## src/rtl/cwc_trig_capture.sv

```systemverilog
// Trigger/capture controller for the on-chip logic analyser: it matches probe conditions and writes samples into a ring buffer.
// Optional macro CWC_CAP_QUAL_EN adds sample qualification, so only qualifying samples are written.
module cwc_trig_capture #(
  parameter int unsigned DIN_W  = 32,
  parameter int unsigned ADDR_W = 10,
  parameter int unsigned CNT_W  = 16
) (
  input  logic              trig_clk,
  input  logic              trig_rst,
  input  logic              arm,
  input  logic              abort,
  input  logic [DIN_W-1:0]  din,
  input  logic [DIN_W-1:0]  cfg_mask,
  input  logic [DIN_W-1:0]  cfg_value,
  input  logic [DIN_W-1:0]  cfg_edge,
  input  logic              cfg_mode,
  input  logic [CNT_W-1:0]  cfg_trig_cnt,
  input  logic [ADDR_W-1:0] cfg_post,
`ifdef CWC_CAP_QUAL_EN
  input  logic [DIN_W-1:0]  cfg_qual_mask,
  input  logic [DIN_W-1:0]  cfg_qual_value,
`endif
  output logic              wt_ce,
  output logic              wt_en,
  output logic [ADDR_W-1:0] wt_addr,
  output logic [DIN_W-1:0]  wt_data,
  output logic [ADDR_W-1:0] trig_addr,
  output logic              armed,
  output logic              triggered,
  output logic              done,
  output logic              wrapped
);

  typedef enum logic [1:0] {ST_IDLE, ST_WAIT, ST_POST, ST_DONE} state_t;

  state_t            state_q;
  logic [DIN_W-1:0]  din_q, din_d;
  logic              first_q;
  logic [DIN_W-1:0]  mask_r, value_r, edge_r;
  logic              mode_r;
  logic [CNT_W-1:0]  target_r, cnt_q, cnt_inc;
  logic [ADDR_W-1:0] post_r, post_cnt, ptr;
  logic [DIN_W-1:0]  level_ok, edge_ok, bit_ok;
  logic              match, hit, qual_ok, wr;

`ifdef CWC_CAP_QUAL_EN
  logic [DIN_W-1:0]  qmask_r, qvalue_r;
  assign qual_ok = ((din_q ^ qvalue_r) & qmask_r) == '0;
`else
  assign qual_ok = 1'b1;
`endif

  // Per-bit compare of the stage-1 sample; edge bits also need a change from the previous sample.
  always_comb begin
    level_ok = ~(din_q ^ value_r);
    edge_ok  = level_ok & (din_q ^ din_d) & {DIN_W{~first_q}};
    bit_ok   = (edge_r & edge_ok) | (~edge_r & level_ok);
  end

  assign match   = mode_r ? (|(bit_ok & mask_r)) : (&(bit_ok | ~mask_r));
  assign cnt_inc = (&cnt_q) ? cnt_q : cnt_q + CNT_W'(1);
  assign hit     = (state_q == ST_WAIT) && match && (cnt_inc == target_r);
  assign wr      = ((state_q == ST_WAIT) && (qual_ok || hit)) ||
                   ((state_q == ST_POST) && (post_cnt != '0) && qual_ok);

  always_ff @(posedge trig_clk or posedge trig_rst) begin
    if (trig_rst) begin
      state_q   <= ST_IDLE;
      din_q     <= '0;
      din_d     <= '0;
      first_q   <= 1'b0;
      mask_r    <= '0;
      value_r   <= '0;
      edge_r    <= '0;
      mode_r    <= 1'b0;
      target_r  <= '0;
      cnt_q     <= '0;
      post_r    <= '0;
      post_cnt  <= '0;
      ptr       <= '0;
`ifdef CWC_CAP_QUAL_EN
      qmask_r   <= '0;
      qvalue_r  <= '0;
`endif
      wt_ce     <= 1'b0;
      wt_en     <= 1'b0;
      wt_addr   <= '0;
      wt_data   <= '0;
      trig_addr <= '0;
      armed     <= 1'b0;
      triggered <= 1'b0;
      done      <= 1'b0;
      wrapped   <= 1'b0;
    end else begin
      din_q   <= din;
      din_d   <= din_q;
      wt_data <= din_q;
      wt_en   <= 1'b0;
      if (abort) begin
        state_q   <= ST_IDLE;
        wt_ce     <= 1'b0;
        trig_addr <= '0;
        armed     <= 1'b0;
        triggered <= 1'b0;
        done      <= 1'b0;
        wrapped   <= 1'b0;
      end else begin
        if (wr) begin
          wt_en   <= 1'b1;
          wt_addr <= ptr;
          ptr     <= ptr + ADDR_W'(1);
          if (ptr == '1) wrapped <= 1'b1;
        end
        case (state_q)
          ST_IDLE, ST_DONE: begin
            if (arm) begin
              mask_r    <= cfg_mask;
              value_r   <= cfg_value;
              edge_r    <= cfg_edge;
              mode_r    <= cfg_mode;
              target_r  <= (cfg_trig_cnt == '0) ? CNT_W'(1) : cfg_trig_cnt;
              post_r    <= cfg_post;
`ifdef CWC_CAP_QUAL_EN
              qmask_r   <= cfg_qual_mask;
              qvalue_r  <= cfg_qual_value;
`endif
              cnt_q     <= '0;
              ptr       <= '0;
              wt_addr   <= '0;
              first_q   <= 1'b1;
              trig_addr <= '0;
              wrapped   <= 1'b0;
              triggered <= 1'b0;
              done      <= 1'b0;
              armed     <= 1'b1;
              wt_ce     <= 1'b1;
              state_q   <= ST_WAIT;
            end
          end
          ST_WAIT: begin
            first_q <= 1'b0;
            if (match) cnt_q <= cnt_inc;
            if (hit) begin
              trig_addr <= ptr;
              triggered <= 1'b1;
              post_cnt  <= post_r;
              state_q   <= ST_POST;
            end
          end
          ST_POST: begin
            if (post_cnt == '0) begin
              state_q <= ST_DONE;
              done    <= 1'b1;
              armed   <= 1'b0;
              wt_ce   <= 1'b0;
            end else if (qual_ok) begin
              post_cnt <= post_cnt - ADDR_W'(1);
            end
          end
          default: state_q <= ST_IDLE;
        endcase
      end
    end
  end

endmodule

```

## config.mk

```make
export PLATFORM = sky130hd
export DESIGN_NAME = cwc_trig_capture
export DESIGN_NICKNAME = d
export VERILOG_FILES = /design/src/rtl/cwc_trig_capture.sv
export SDC_FILE = /design/constraint.sdc
export NUM_CORES = 1
export LEC_CHECK = 0
export ABC_AREA = 0
export CAP_MARGIN = 20
export CORE_MARGIN = 2
export CORE_UTILIZATION = 40
export DETAILED_ROUTE_END_ITERATION = 7
export GPL_TIMING_DRIVEN = 0
export PLACE_DENSITY = 0.63
export RECOVER_POWER = 100
export SLEW_MARGIN = 20
export SYNTH_ARGS = -nofsm -noshare
export SYNTH_HDL_FRONTEND = slang
export SYNTH_SLANG_ARGS = --single-unit
```

## constraint.sdc

```tcl
create_clock -name trig_clk -period 24.3 [get_ports trig_clk]
set_input_delay 2.43 -clock trig_clk [delete_from_list [all_inputs] [get_ports trig_clk]]
set_output_delay 2.43 -clock trig_clk [all_outputs]
set_load 0.02 [all_outputs]
```

==> Implementation_results.wiki <==
{| class="wikitable"
! Metric !! Value
|-
| Number of antenna-violating nets in the routed design || 0
|-
| Total die area || about 31000 um2
|-
| Final std cells w/o fill || 1869
|-
| Total number of vias || 10100
|-
| Worst r2r src || cnt_q[0]
|-
| Relative slew margins || -234%
|-
| Cts bufs inserted || 30
|-
| Initial core utilization || 40.5%
|-
| Violation count after the first detailed-routing iteration || 691
|-
| Combined flip-flop and latch cell area || 6280 um2
|-
| Sequential fraction of the synthesis area || a little over half
|-
| Internal reg-to-reg setup slack || between 15 and 20 ns
|-
| Clock skew || around 0.012 ns
|-
| Post-CTS sizing || 0
|-
| Max-slew violation count || 263
|-
| Boundary pin count || 217
|-
| Cell accounting for the most synthesized area || sky130_fd_sc_hd__dfrtp_1
|-
| TNS Setup || 0 ns
|-
| Critical Path Most Common Cell || sky130_fd_sc_hd__clkbuf_1
|-
| Summed instance area of the synthesized netlist || 12000 um2
|-
| LEAKAGE || 0.00690 uW
|-
| Clock tree from TritonCTS || built
|-
| Area used by multi-input combinational logic || between 5000 and 6000 um2
|-
| Insertion delay to the later sink of the worst-skew pair || 0.56 ns
|-
| Worst min-delay path class || register to register
|-
| Main flop type after synthesis || sky130_fd_sc_hd__dfrtp_1
|-
| Worst Hold Endpoint || din_d[31]
|-
| Estimated wirelength of the detail-placed design || ~27000 um
|-
| Number of placed cells counting well taps || 1814
|-
| Remaining Overflow, GRT || 0
|-
| Crit share post-route || 49.7%
|-
| Power per standard cell area || 107 nW/um2
|-
| Category of the critical setup timing path || input pin to asynchronous set/reset pin
|-
| Setup violation total in the final timing report || 0
|-
| Post-layout min period || around 12 ns
|-
| Standard cell with the maximum stage delay on the critical path || sky130_fd_sc_hd__clkbuf_1
|-
| Worst hold start || din_q[31]
|-
| Critical Path End Type || asynchronous set/reset pin
|-
| Maximum net fanout on the critical path || 93
|-
| Count of filler cells inserted in the layout || approximately 2700
|-
| Synth Area per Inst || 9.91 um2
|-
| Maximum number of pins on one net before global-route repair || 94
|-
| CTS sink cnt || 251
|-
| Required time reported for the critical path endpoint || between 20 and 25 ns
|-
| Largest cells by area after synthesis || sky130_fd_sc_hd__dfrtp_1 53%, sky130_fd_sc_hd__nand2_1 12%, sky130_fd_sc_hd__or4bb_1 3.0%
|-
| Clk pin slew, worst setup/hold paths || 0.07 ns
|-
| Failing checks || capacitance limit, slew limit
|-
| Worst IR Drop VDD || 0.0538 mV
|-
| Total wirelength of the detailed-routed design || ~37000 um
|-
| Cts-stage hold buffer count || 0
|-
| Mean number of vias per cell || ~5.4
|-
| Area of all placed cells without fillers || approximately 16000 um2
|-
| Final routed wire length divided by cell count || 19.6 um
|-
| Worst Tran Pin Value || 5.02 ns
|-
| Placed cell areas || 14700 um2
|-
| Count of different cell masters after synthesis || 76
|-
| Syn nets || roughly 1400
|-
| Post-Place Setup Slack || 18.83 ns
|-
| Number of nets in the finished design || 1620
|-
| CP Data Arrival Time || 11.79 ns
|-
| Antenna violations before repair || 0
|-
| Commonest cells after routing, fill and taps aside || 368 x sky130_fd_sc_hd__nand2_1, 251 x sky130_fd_sc_hd__dfrtp_1, 123 x sky130_fd_sc_hd__clkdlybuf4s50_1
|-
| Hold depth || 0
|-
| RSZ-0062 raised after global routing || no
|-
| Clock root buffer || sky130_fd_sc_hd__clkbuf_16
|-
| Routability-driven placement congestion ratio || 0.882
|-
| Hold Violations, Final || 0
|-
| Most common cell after layout, fill and taps aside || sky130_fd_sc_hd__nand2_1
|-
| Gate Count Post-Synth || 1207
|-
| Worst setup slack after layout || about 12 ns
|-
| Worst R2R End || post_cnt[7]
|-
| Timing-limited maximum frequency || 82.8 MHz
|-
| Critical path, cell by cell || dlygate4sd3_1 > clkinvlp_2 > clkbuf_1 > clkbuf_1
|-
| Yosys top cell area share || a little over half
|-
| Number of H-tree levels || 1
|-
| Reg2Reg Depth || 10
|-
| Share of flip-flops with an asynchronous set or reset after synthesis || 100%
|-
| Critical Path Source Type || input pin
|-
| Total DRC errors in the routed layout || 0
|-
| Status || finished with violations
|-
| Count of TritonRoute iterations in the first routing pass || 5
|-
| Die span in y || between 150 and 200 um
|-
| Clock buffer depth || 3
|-
| Total of flip-flops plus latches after synthesis || roughly 250
|-
| Via count of the first global-routing pass || 10100
|-
| Proportion of layout cells with a drive suffix above 1 || just over 8%
|-
| Reported max-cap violation count || 4
|-
| Post-CTS Setup Inserts || 0
|-
| Maximum cell stage delay along the critical path || ~3.6 ns
|-
| Floorplan die width || 177 um
|-
| Number of core rows || between 60 and 70
|-
| Standard cell core area || 29600 um2
|-
| Total track usage || approximately a quarter
|-
| Global-route wire length before repair || 57100 um
|-
| Number of warnings issued by yosys || 0
|-
| Number of enable flip-flop cells after synthesis || 0
|-
| Number of buffers inserted by port buffering || approximately 220
|-
| Area delta synth->final || 30.5%
|}
[critical path, delay by kind of cell]
family   cells  cell delay (ns)
buf+inv      4             9.19
[cells in the mapped netlist, drive strengths merged, types with 3 or more instances]
master / number
clkbuf: 39
mux2i: 4
nand2: 368
nor4: 11
nand2b: 13
inv: 34
dfrtp: 251
nor3: 11
nor2b: 4
nand3: 14
a41oi: 4
a22oi: 16
nand4: 13
a22o: 12
o221a: 4
a211oi: 3
o22ai: 12
o21a: 3
and3: 3
and2: 4
o311ai: 3
a31oi: 10
o2111ai: 29
and4: 3
o21ai: 32
o31ai: 3
or4: 3
o211ai: 38
buf: 25
or4bb: 32
or4b: 33
o2bb2ai: 4
o22a: 5
xnor2: 23
xor2: 34
a21oi: 32
nor4b: 3
or3: 3
ha: 5
nor2: 35
or2: 4
[kinds of logic after synthesis]
logic type,after synthesis,synth area share [%]
AO/OA/AOI/OAI,228,14.5
multiplexers,6,0.523
flip-flops,251,52.5
AND/OR/NAND/NOR,561,23.9
buffers and inverters,98,3.71
XOR/XNOR,58,4.36
adder cells (fa/ha/maj),5,0.523
[worst max path at each step]
stage,from,to,slack [ns],depth (start not counted)
2_1_floorplan,trig_rst,armed,14.97,1
3_3_place_gp,trig_rst,din_q[7],11.48,2
3_5_place_dp,arm,edge_r[7],18.83,7
4_1_cts,arm,edge_r[7],19.40,7
5_1_grt,trig_rst,edge_r[11],10.09,4
6_report,trig_rst,edge_r[11],12.22,4
[power breakdown]
group | total, uW | switching, uW | internal, uW
registers | 655 | 112 | 543
logic | 532 | 311 | 221
clock network | 484 | 180 | 305
total | 1670 | 603 | 1070
[state kept, by name, summed over array words and instances (netlist names), 16 cells and up]
register,cells
din_d,32
din_q,32
edge_r,32
mask_r,32
value_r,32
cnt_q,16
target_r,16
[cell type report]
type | instances | share of cell area, %
Antenna cell | 1 | 0.0160
Inverter | 34 | 0.826
Clock buffer | 38 | 5.33
Sequential cell | 251 | 40.2
Multi-Input combinational cell | 858 | 33.2
Tap cell | 390 | 3.13
Buffer | 64 | 1.93
Clock inverter | 16 | 1.54
Timing Repair Buffer | 217 | 13.8
[stage by stage]
stage                     utilization (%)  hold slack (ns)  power (uW)
after detailed placement             49.6            0.418        1200
final                                52.8            0.428        1670
after global placement               49.4            0.411        1180
after global routing                 52.8            0.440        1770
after CTS                            53.2            0.428        1690
after floorplan                         -            0.397         993
[routing by layer]
| metal | track usage (%) | vias to the layer above | wire (um) |
|---|---|---|---|
| met1 | 32.4 | 4966 | 16300 |
| met2 | 38.9 | 301 | 17400 |
| met4 | 6.78 | 0 | 875 |
| met5 | 0 | - | 0 |
| li1 | - | 4781 | - |
| met3 | 3.93 | 66 | 2040 |
Note: power is estimated with default switching activity, not from simulation.
